[src/rtl/alu_result_uart_tx_if.sv]
// Handshake and serial-line bundle between the ALU result source and the UART transmitter.
//   i_tx_valid  source -> tx   word on i_tx_data is ready to send
//   i_tx_data   source -> tx   word to transmit (NB_DATA bits)
//   o_tx_ready  tx -> source   transmitter idle, accepts a word this cycle
//   o_tx        tx -> pin      serial line, idles high
//   o_tx_done   tx -> source   1-cycle pulse after the stop bit completes
// master = the side producing words (ALU / bench), slave = the transmitter.
interface alu_result_uart_tx_if #(
  parameter int NB_DATA = 8
) ();
  logic               i_tx_valid;
  logic [NB_DATA-1:0] i_tx_data;
  logic               o_tx_ready;
  logic               o_tx;
  logic               o_tx_done;

  modport master (output i_tx_valid, i_tx_data, input o_tx_ready, o_tx, o_tx_done);
  modport slave  (input i_tx_valid, i_tx_data, output o_tx_ready, o_tx, o_tx_done);
endinterface

[src/rtl/alu_result_uart_tx.sv]
// UART transmitter for the ALU result: start bit, NB_DATA data bits LSB first, stop.
// Includes a 16x-oversample baud tick generator and a valid/ready accept.
//   i_clk    clock, rising edge
//   i_reset  synchronous, active-high reset
//   bus      slave side of alu_result_uart_tx_if (valid/data in, ready/tx/done out)
// All outputs are registered; they are computed from the next-state values.
// DVSR = CLK_FREQ/(BAUD_RATE*16) must be at least 2.
module alu_result_uart_tx #(
  parameter int NB_DATA   = 8,
  parameter int SB_TICK   = 16,
  parameter int CLK_FREQ  = 100_000_000,
  parameter int BAUD_RATE = 9600
) (
  input logic i_clk,
  input logic i_reset,
  alu_result_uart_tx_if.slave bus
);
  localparam int DVSR = CLK_FREQ / (BAUD_RATE * 16);
  localparam int CW   = (DVSR > 1) ? $clog2(DVSR) : 1;
  localparam int SMAX = (SB_TICK > 16) ? SB_TICK : 16;
  localparam int SW   = $clog2(SMAX);
  localparam int NW   = (NB_DATA > 1) ? $clog2(NB_DATA) : 1;

  localparam logic [CW-1:0] C_LAST      = CW'(DVSR - 1);
  localparam logic [SW-1:0] S_BIT_LAST  = SW'(15);
  localparam logic [SW-1:0] S_STOP_LAST = SW'(SB_TICK - 1);
  localparam logic [NW-1:0] N_LAST      = NW'(NB_DATA - 1);

  typedef enum logic [1:0] {IDLE, START, DATA, STOP} state_t;

  state_t             state_q, state_d;
  logic [CW-1:0]      cnt_q, cnt_d;
  logic [SW-1:0]      s_q, s_d;
  logic [NW-1:0]      n_q, n_d;
  logic [NB_DATA-1:0] sh_q, sh_d;
  logic               tx_q, tx_d;
  logic               ready_q;
  logic               done_q, done_d;
  logic               tick;

  assign tick           = (cnt_q == C_LAST);
  assign bus.o_tx       = tx_q;
  assign bus.o_tx_ready = ready_q;
  assign bus.o_tx_done  = done_q;

  always_comb begin
    state_d = state_q;
    cnt_d   = tick ? '0 : cnt_q + 1'b1;
    s_d     = s_q;
    n_d     = n_q;
    sh_d    = sh_q;
    done_d  = 1'b0;
    unique case (state_q)
      IDLE: begin
        // ready_q is high exactly in IDLE; clearing the baud counter here
        // gives every frame the same tick phase.
        if (ready_q && bus.i_tx_valid) begin
          state_d = START;
          cnt_d   = '0;
          s_d     = '0;
          n_d     = '0;
          sh_d    = bus.i_tx_data;
        end
      end
      START: begin
        if (tick) begin
          if (s_q == S_BIT_LAST) begin
            state_d = DATA;
            s_d     = '0;
            n_d     = '0;
          end else begin
            s_d = s_q + 1'b1;
          end
        end
      end
      DATA: begin
        if (tick) begin
          if (s_q == S_BIT_LAST) begin
            s_d  = '0;
            sh_d = sh_q >> 1;
            if (n_q == N_LAST) state_d = STOP;
            else               n_d = n_q + 1'b1;
          end else begin
            s_d = s_q + 1'b1;
          end
        end
      end
      STOP: begin
        if (tick) begin
          if (s_q == S_STOP_LAST) begin
            state_d = IDLE;
            s_d     = '0;
            done_d  = 1'b1;
          end else begin
            s_d = s_q + 1'b1;
          end
        end
      end
      default: state_d = IDLE;
    endcase

    // line level for the coming cycle
    unique case (state_d)
      START:   tx_d = 1'b0;
      DATA:    tx_d = sh_d[0];
      default: tx_d = 1'b1;
    endcase
  end

  always_ff @(posedge i_clk) begin
    if (i_reset) begin
      state_q <= IDLE;
      cnt_q   <= '0;
      s_q     <= '0;
      n_q     <= '0;
      sh_q    <= '0;
      tx_q    <= 1'b1;
      ready_q <= 1'b1;
      done_q  <= 1'b0;
    end else begin
      state_q <= state_d;
      cnt_q   <= cnt_d;
      s_q     <= s_d;
      n_q     <= n_d;
      sh_q    <= sh_d;
      tx_q    <= tx_d;
      ready_q <= (state_d == IDLE);
      done_q  <= done_d;
    end
  end
endmodule

[src/flat_wrapper.sv]
// flat-port wrapper written by rule: the top's interface ports become plain ports
module alu_result_uart_tx_flat 
#(
  parameter int NB_DATA   = 8,
  parameter int SB_TICK   = 16,
  parameter int CLK_FREQ  = 100_000_000,
  parameter int BAUD_RATE = 9600
)
  (i_clk, i_reset, bus_i_tx_valid, bus_i_tx_data, bus_o_tx_ready, bus_o_tx, bus_o_tx_done);
  alu_result_uart_tx_if #(.NB_DATA(NB_DATA)) bus_i ();
  input logic i_clk;
  input logic i_reset;
  input wire logic [$bits(bus_i.i_tx_valid)-1:0] bus_i_tx_valid;
  input wire logic [$bits(bus_i.i_tx_data)-1:0] bus_i_tx_data;
  output wire logic [$bits(bus_i.o_tx_ready)-1:0] bus_o_tx_ready;
  output wire logic [$bits(bus_i.o_tx)-1:0] bus_o_tx;
  output wire logic [$bits(bus_i.o_tx_done)-1:0] bus_o_tx_done;
  assign bus_i.i_tx_valid = bus_i_tx_valid;
  assign bus_i.i_tx_data = bus_i_tx_data;
  assign bus_o_tx_ready = bus_i.o_tx_ready;
  assign bus_o_tx = bus_i.o_tx;
  assign bus_o_tx_done = bus_i.o_tx_done;
  alu_result_uart_tx #(.NB_DATA(NB_DATA), .SB_TICK(SB_TICK), .CLK_FREQ(CLK_FREQ), .BAUD_RATE(BAUD_RATE)) u_core (.i_clk(i_clk), .i_reset(i_reset), .bus(bus_i));
endmodule
[config.mk]
export PLATFORM = sky130hd
export DESIGN_NAME = alu_result_uart_tx_flat
export DESIGN_NICKNAME = d
export VERILOG_FILES = /design/src/rtl/alu_result_uart_tx_if.sv /design/src/rtl/alu_result_uart_tx.sv /design/src/flat_wrapper.sv
export SDC_FILE = /design/constraint.sdc
export NUM_CORES = 1
export LEC_CHECK = 0
export BUFFER_PORTS_ARGS = -buffer_cell sky130_fd_sc_hd__buf_2
export CAP_MARGIN = 40
export CORE_MARGIN = 8
export CORE_UTILIZATION = 45
export DETAILED_ROUTE_END_ITERATION = 8
export HOLD_SLACK_MARGIN = 0.08
export SETUP_SLACK_MARGIN = 0.02
export SKIP_LAST_GASP = 1
export SLEW_MARGIN = 20
export SYNTH_ARGS = -nofsm -noshare
export SYNTH_HDL_FRONTEND = slang
export SYNTH_SLANG_ARGS = --single-unit
export TNS_END_PERCENT = 1
[constraint.sdc]
create_clock -name i_clk -period 3.9 [get_ports i_clk]
set_clock_uncertainty 0.15 [all_clocks]
set_input_delay 0.195 -clock i_clk [delete_from_list [all_inputs] [get_ports i_clk]]
set_output_delay 0.195 -clock i_clk [all_outputs]
set_load 0.005 [all_outputs]
# Word-level counts from Yosys, hierarchy flattened
# Cells that the tools add are included.
# Widths: inputs -> output; s select.
# word_totals
inputBits	11
ff_bits	30
ram_bits	0
latch_bits	0
out_inout_bits	3
mem_count	0
mem_bits_ro	0
# classes
n_eq_ne	15
reduce_logical	10
mux	29
mul	0
magnitude_cmp	0
div	0
bitwise	2
n_shift	0
add_sub_neg	3
# op_table
op	count
$mux 10	3
$mux 8	3
$mux 3	6
$mux 2	8
$pmux 8 s2	1
$mux 4	3
$ne 2x1->1 const B	6
$add 10x1->10 const B	1
$eq 10x10->1 const B	1
$pmux 3 s3	1
$pmux 2 s4	1
$pmux 4 s2	1
$reduce_and 7->1	1
$eq 2x2->1 const B	3
$reduce_or 3->1	2
$add 4x1->4 const B	1
$eq 2x1->1 const B	2
$eq 4x4->1 const B	1
$logic_not 2->1	2
$reduce_and 4->1	1
$add 3x1->3 const B	1
$eq 3x3->1 const B	1
$reduce_bool 3->1	1
$ne 2x2->1 const B	1
other kinds (6)	7

# Longest topological paths before layout
# depth
word_depth	7
mapped_depth	7
ltp_nobuf	6

# Least setup slack after synthesis
# Ideal clock, no wire load.
# synth_timing
path_kind	register to register
startpoint	reg u_core.cnt_q[0]
endpoint	reg u_core.s_q[0]
setup_slack_ps	1928
path_stages_with_launch	7
arrival_time_ps	1752
required_time_ps	3680
path_buffers	0
period_less_slack_ps	1972
path_cell_list	dfxtp_1 inv_1 ha_1 nand4b_1 or4_4 or3_1 a21oi_1
# synth_via
elab_chain_len	3
# synth_rtl
element	line_no	rtl
start: declaration	alu_result_uart_tx.sv:32	logic [CW-1:0] cnt_q, cnt_d;
start signal: assignment	alu_result_uart_tx.sv:122	cnt_q <= cnt_d;
$eq 10x10->1	alu_result_uart_tx.sv:41	assign tick = (cnt_q == C_LAST);
$ne 2x1->1 (no source line)	-	
$reduce_and 2->1 (no source line)	-	
end signal: assignment	alu_result_uart_tx.sv:114	s_q <= '0;
end signal: assignment	alu_result_uart_tx.sv:123	s_q <= s_d;
end: declaration	alu_result_uart_tx.sv:33	logic [SW-1:0] s_q, s_d;
# No other way between the ends.
# A chain may end at the register's enable or synchronous reset.

# Final worst setup path
# Same ends and word-level chain as after synthesis.

==> key figures <==
Status
  – Outcome: finished, final reports clean

CTS
  – CTS resizes: 0
  – Clk pin slew, worst setup/hold paths: about 90 ps
  – CTS Buffer Depth: 2
  – Clock tree root buffer cell: clkbuf_4
  – CTS tree: built
  – # H-tree levels: 2
  – CTS Sinks: 30
  – CTS Buf Count: 5
  – Clock Latency Late Sink: 330 ps

Place
  – Placed Cells: 227
  – Post-place setup slack: about 1800 ps
  – GP Congestion: between 0.8 and 0.9
  – DP Wirelength: 2.42 mm
  – IO buf count: 13

Timing
  – Final min period: roughly 2200 ps
  – Slew @ Worst Pin: about 800 ps
  – Tcrit/Tclk final: between 50% and 60%
  – Fmax: roughly 460 MHz
  – RSZ-0062 raised after global routing: false
  – Worst slew margin: 45.0%
  – WHS: around 110 ps
  – # setup viols final: 0
  – Sum of negative setup slack: 0 ps
  – Pins Over Slew Limit: 0
  – Hold Fails Final Rpt: 0
  – Final Worst Setup Slack: around 1700 ps

Global routing
  – First-pass GRT wire length: 5.96 mm
  – Initial antenna violation count: 0
  – Total grt overflow: 0
  – Global Route Usage Sum: between 10% and 20%
  – Vias in the first global route: ~1,300
  – Pin count of the biggest net entering global routing: 20

Finish
  – Seq. cell area: around 600 um^2
  – Final std cells w/o fill: between 200 and 250
  – Nets: between 200 and 250
  – Share of post-route cells with drive strength above 1: between 10 and 15%
  – Diodes inserted: 0
  – Area growth from synthesis to layout: 15.0%
  – Area occupied by multi-input gates: ~870 um^2
  – Filler cells: 325

Critical path
  – Worst r2r path cells: 6
  – Crit Path Max Fanout: 6
  – WP data arrival: around 2300 ps
  – CP Cell Sequence: inv_1, ha_1, nand4b_1, or4_4, or3_1, a21oi_1
  – R2r endpoint: u_core.s_q[0]
  – Slowest cell on crit path: or4_4
  – CP endpoint kind: flop
  – WP data required: 4010 ps
  – R2R Path Start: u_core.cnt_q[0]
  – Startpoint Class: flop
  – Kind of critical path: reg -> reg
  – R2R Setup Slk: about 1700 ps
  – CP top delay family: simple AND/OR/NAND/NOR gates
  – Crit path buffers/inverters: 1
  – Worst stage delay on the critical path: around 640 ps

Drt
  – Routed WL per cell: between 10 and 15 um
  – Total Wirelength: around 3.4 mm
  – Routed vias/inst: between 5 and 6
  – Via Count: 1,366
  – DRC Markers: 0
  – Antenna-violating nets left: 0
  – DRT Pass-1 Iters: 4
  – Drt initial violations: 77

Run
  – Number of max-cap violations: 0

Floorplanning
  – Initial Utilization: a little under half
  – Top-Level Pins: 14
  – CORE AREA: 3280 um^2
  – Row Count: 21
  – Die area: ~5500 um^2
  – Die height: between 70 and 80 um
  – Die X-Extent: between 70 and 80 um

Logic synthesis
  – Yosys warns: 0
  – Cell Area, Synth: between 1500 and 2000 um^2
  – Post-Syn Instances: approximately 170
  – Top cell type's share of synthesized area: 39.7%
  – Yosys top cell by area: dfxtp_1
  – Synth top cells by count: 30 x dfxtp_1, 19 x nor2_1, 14 x a21oi_1, 12 x nand3_1
  – Synth Net Count: about 190
  – Top_reg_cell synth: dfxtp_1
  – Share of synthesized registers carrying an async set or reset: 0%
  – EDFF count, synth: 0
  – Area contributors post-synth: dfxtp_1 40%, nor2_1 4.7%, a21oi_1 4.6%
  – Syn_area_per_cell: between 8 and 9 um^2
  – Distinct cells, synth: ~40
  – Count leader, synth: dfxtp_1
  – #FFs+latches synth: 30
  – Sequential area share after synthesis: 39.7%

Power and ir drop
  – Power per cell area: 317 nW/um^2
  – Leakage power: 0.610 nW
  – Final Power: around 0.55 mW
  – Maximum VDD drop: around 0.00023 V

Min path
  – Hold EP: u_core.sh_q[1]
  – Hold Path Class: in -> reg
  – Hold Crit Start: i_reset
  – WHS Path Cells: 2
-- sequential cells by signal, indices dropped and copies added, names as in the netlist --
signal and flops:
u_core.n_q 3, u_core.bus.o_tx_done 1, u_core.state_q 2, u_core.sh_q 8, u_core.s_q 4, u_core.cnt_q 10
u_core.bus.o_tx 1, u_core.bus.o_tx_ready 1
-- worst max path at each step --
stage                      start            end  cells past startpoint
4_1_cts          u_core.cnt_q[0]  u_core.s_q[0]                      6
6_report         u_core.cnt_q[0]  u_core.s_q[0]                      6
3_3_place_gp     u_core.cnt_q[0]  u_core.s_q[0]                      6
3_5_place_dp     u_core.cnt_q[0]  u_core.s_q[0]                      6
2_1_floorplan    u_core.cnt_q[0]  u_core.s_q[0]                      6
5_1_grt        u_core.state_q[1]  u_core.n_q[0]                      3
-- report_power, final --
part | internal [mW] | switching [mW] | leakage [nW] | total [mW]
sequential | 0.317 | 0.00978 | 0.244 | 0.326
combinational | 0.0268 | 0.0288 | 0.335 | 0.0557
clock | 0.0646 | 0.105 | 0.0308 | 0.169
-- worst reg2reg max path, stage by stage, from the launching register on --
cell      delay (ps)
dfxtp_1          350
inv_1             70
ha_1             160
nand4b_1         280
or4_4            640
or3_1            320
a21oi_1          120
-- kinds of logic (layout without fill, tap and decap cells) --
kind of cell,Yosys count,after routing,synth area share (%)
muxes,2,2,1.40
DFF,30,30,39.7
adders and majority gates,5,5,4.13
AOI/OAI and AO/OA,49,49,22.1
and+or+nand+nor,68,68,25.3
xor gates and xnor gates,8,8,4.63
buffers and inverters,11,33,2.81
-- per-stage QoR --
stage | util, % | area [um^2]
final | 53.0 | 1740
after CTS | 53.0 | 1740
after global routing | 53.0 | 1740
after floorplan | - | 1510
after global placement | 49.4 | 1620
after detailed placement | 49.4 | 1620
-- what timing repair did --
action | CTS | global route
setup buffers | 0 | 0
hold endpoints to repair | 7 | 0
hold buffers | 7 | 0
-- cell type report --
type / count / area share [%]
Tap cell: 46 / 3.30
Inverter: 4 / 0.862
Clock buffer: 5 / 2.16
Sequential cell: 30 / 34.5
Clock inverter: 2 / 0.575
Multi-Input combinational cell: 132 / 50.0
Timing Repair Buffer: 22 / 8.62
-- per-layer routing --
metal / part of all wire (%) / track usage (%)
met2: 49 / 23.8
met1: 44 / 15.5
met4: 1.9 / 7.10
met5: 0 / 0
met3: 4.5 / 3.50
-- layout by cell type, fill, tap and decap left out, types with 3 or more instances in the layout --
| cell | n |
|---|---|
| dfxtp_1 | 30 |
| nor2_1 | 19 |
| a21oi_1 | 14 |
| buf_2 | 13 |
| nand3_1 | 12 |
| nand2_1 | 8 |
| o211ai_1 | 8 |
| dlygate4sd3_1 | 7 |
| xnor2_1 | 6 |
| a32oi_1 | 6 |
| a21o_1 | 5 |
| o21ai_0 | 5 |
| ha_1 | 5 |
| clkbuf_4 | 5 |
| inv_1 | 4 |
| nand2b_1 | 3 |
| nor3_1 | 3 |
| nand4_1 | 3 |
| a31oi_1 | 3 |
Note: power is estimated with default switching activity, not from simulation.
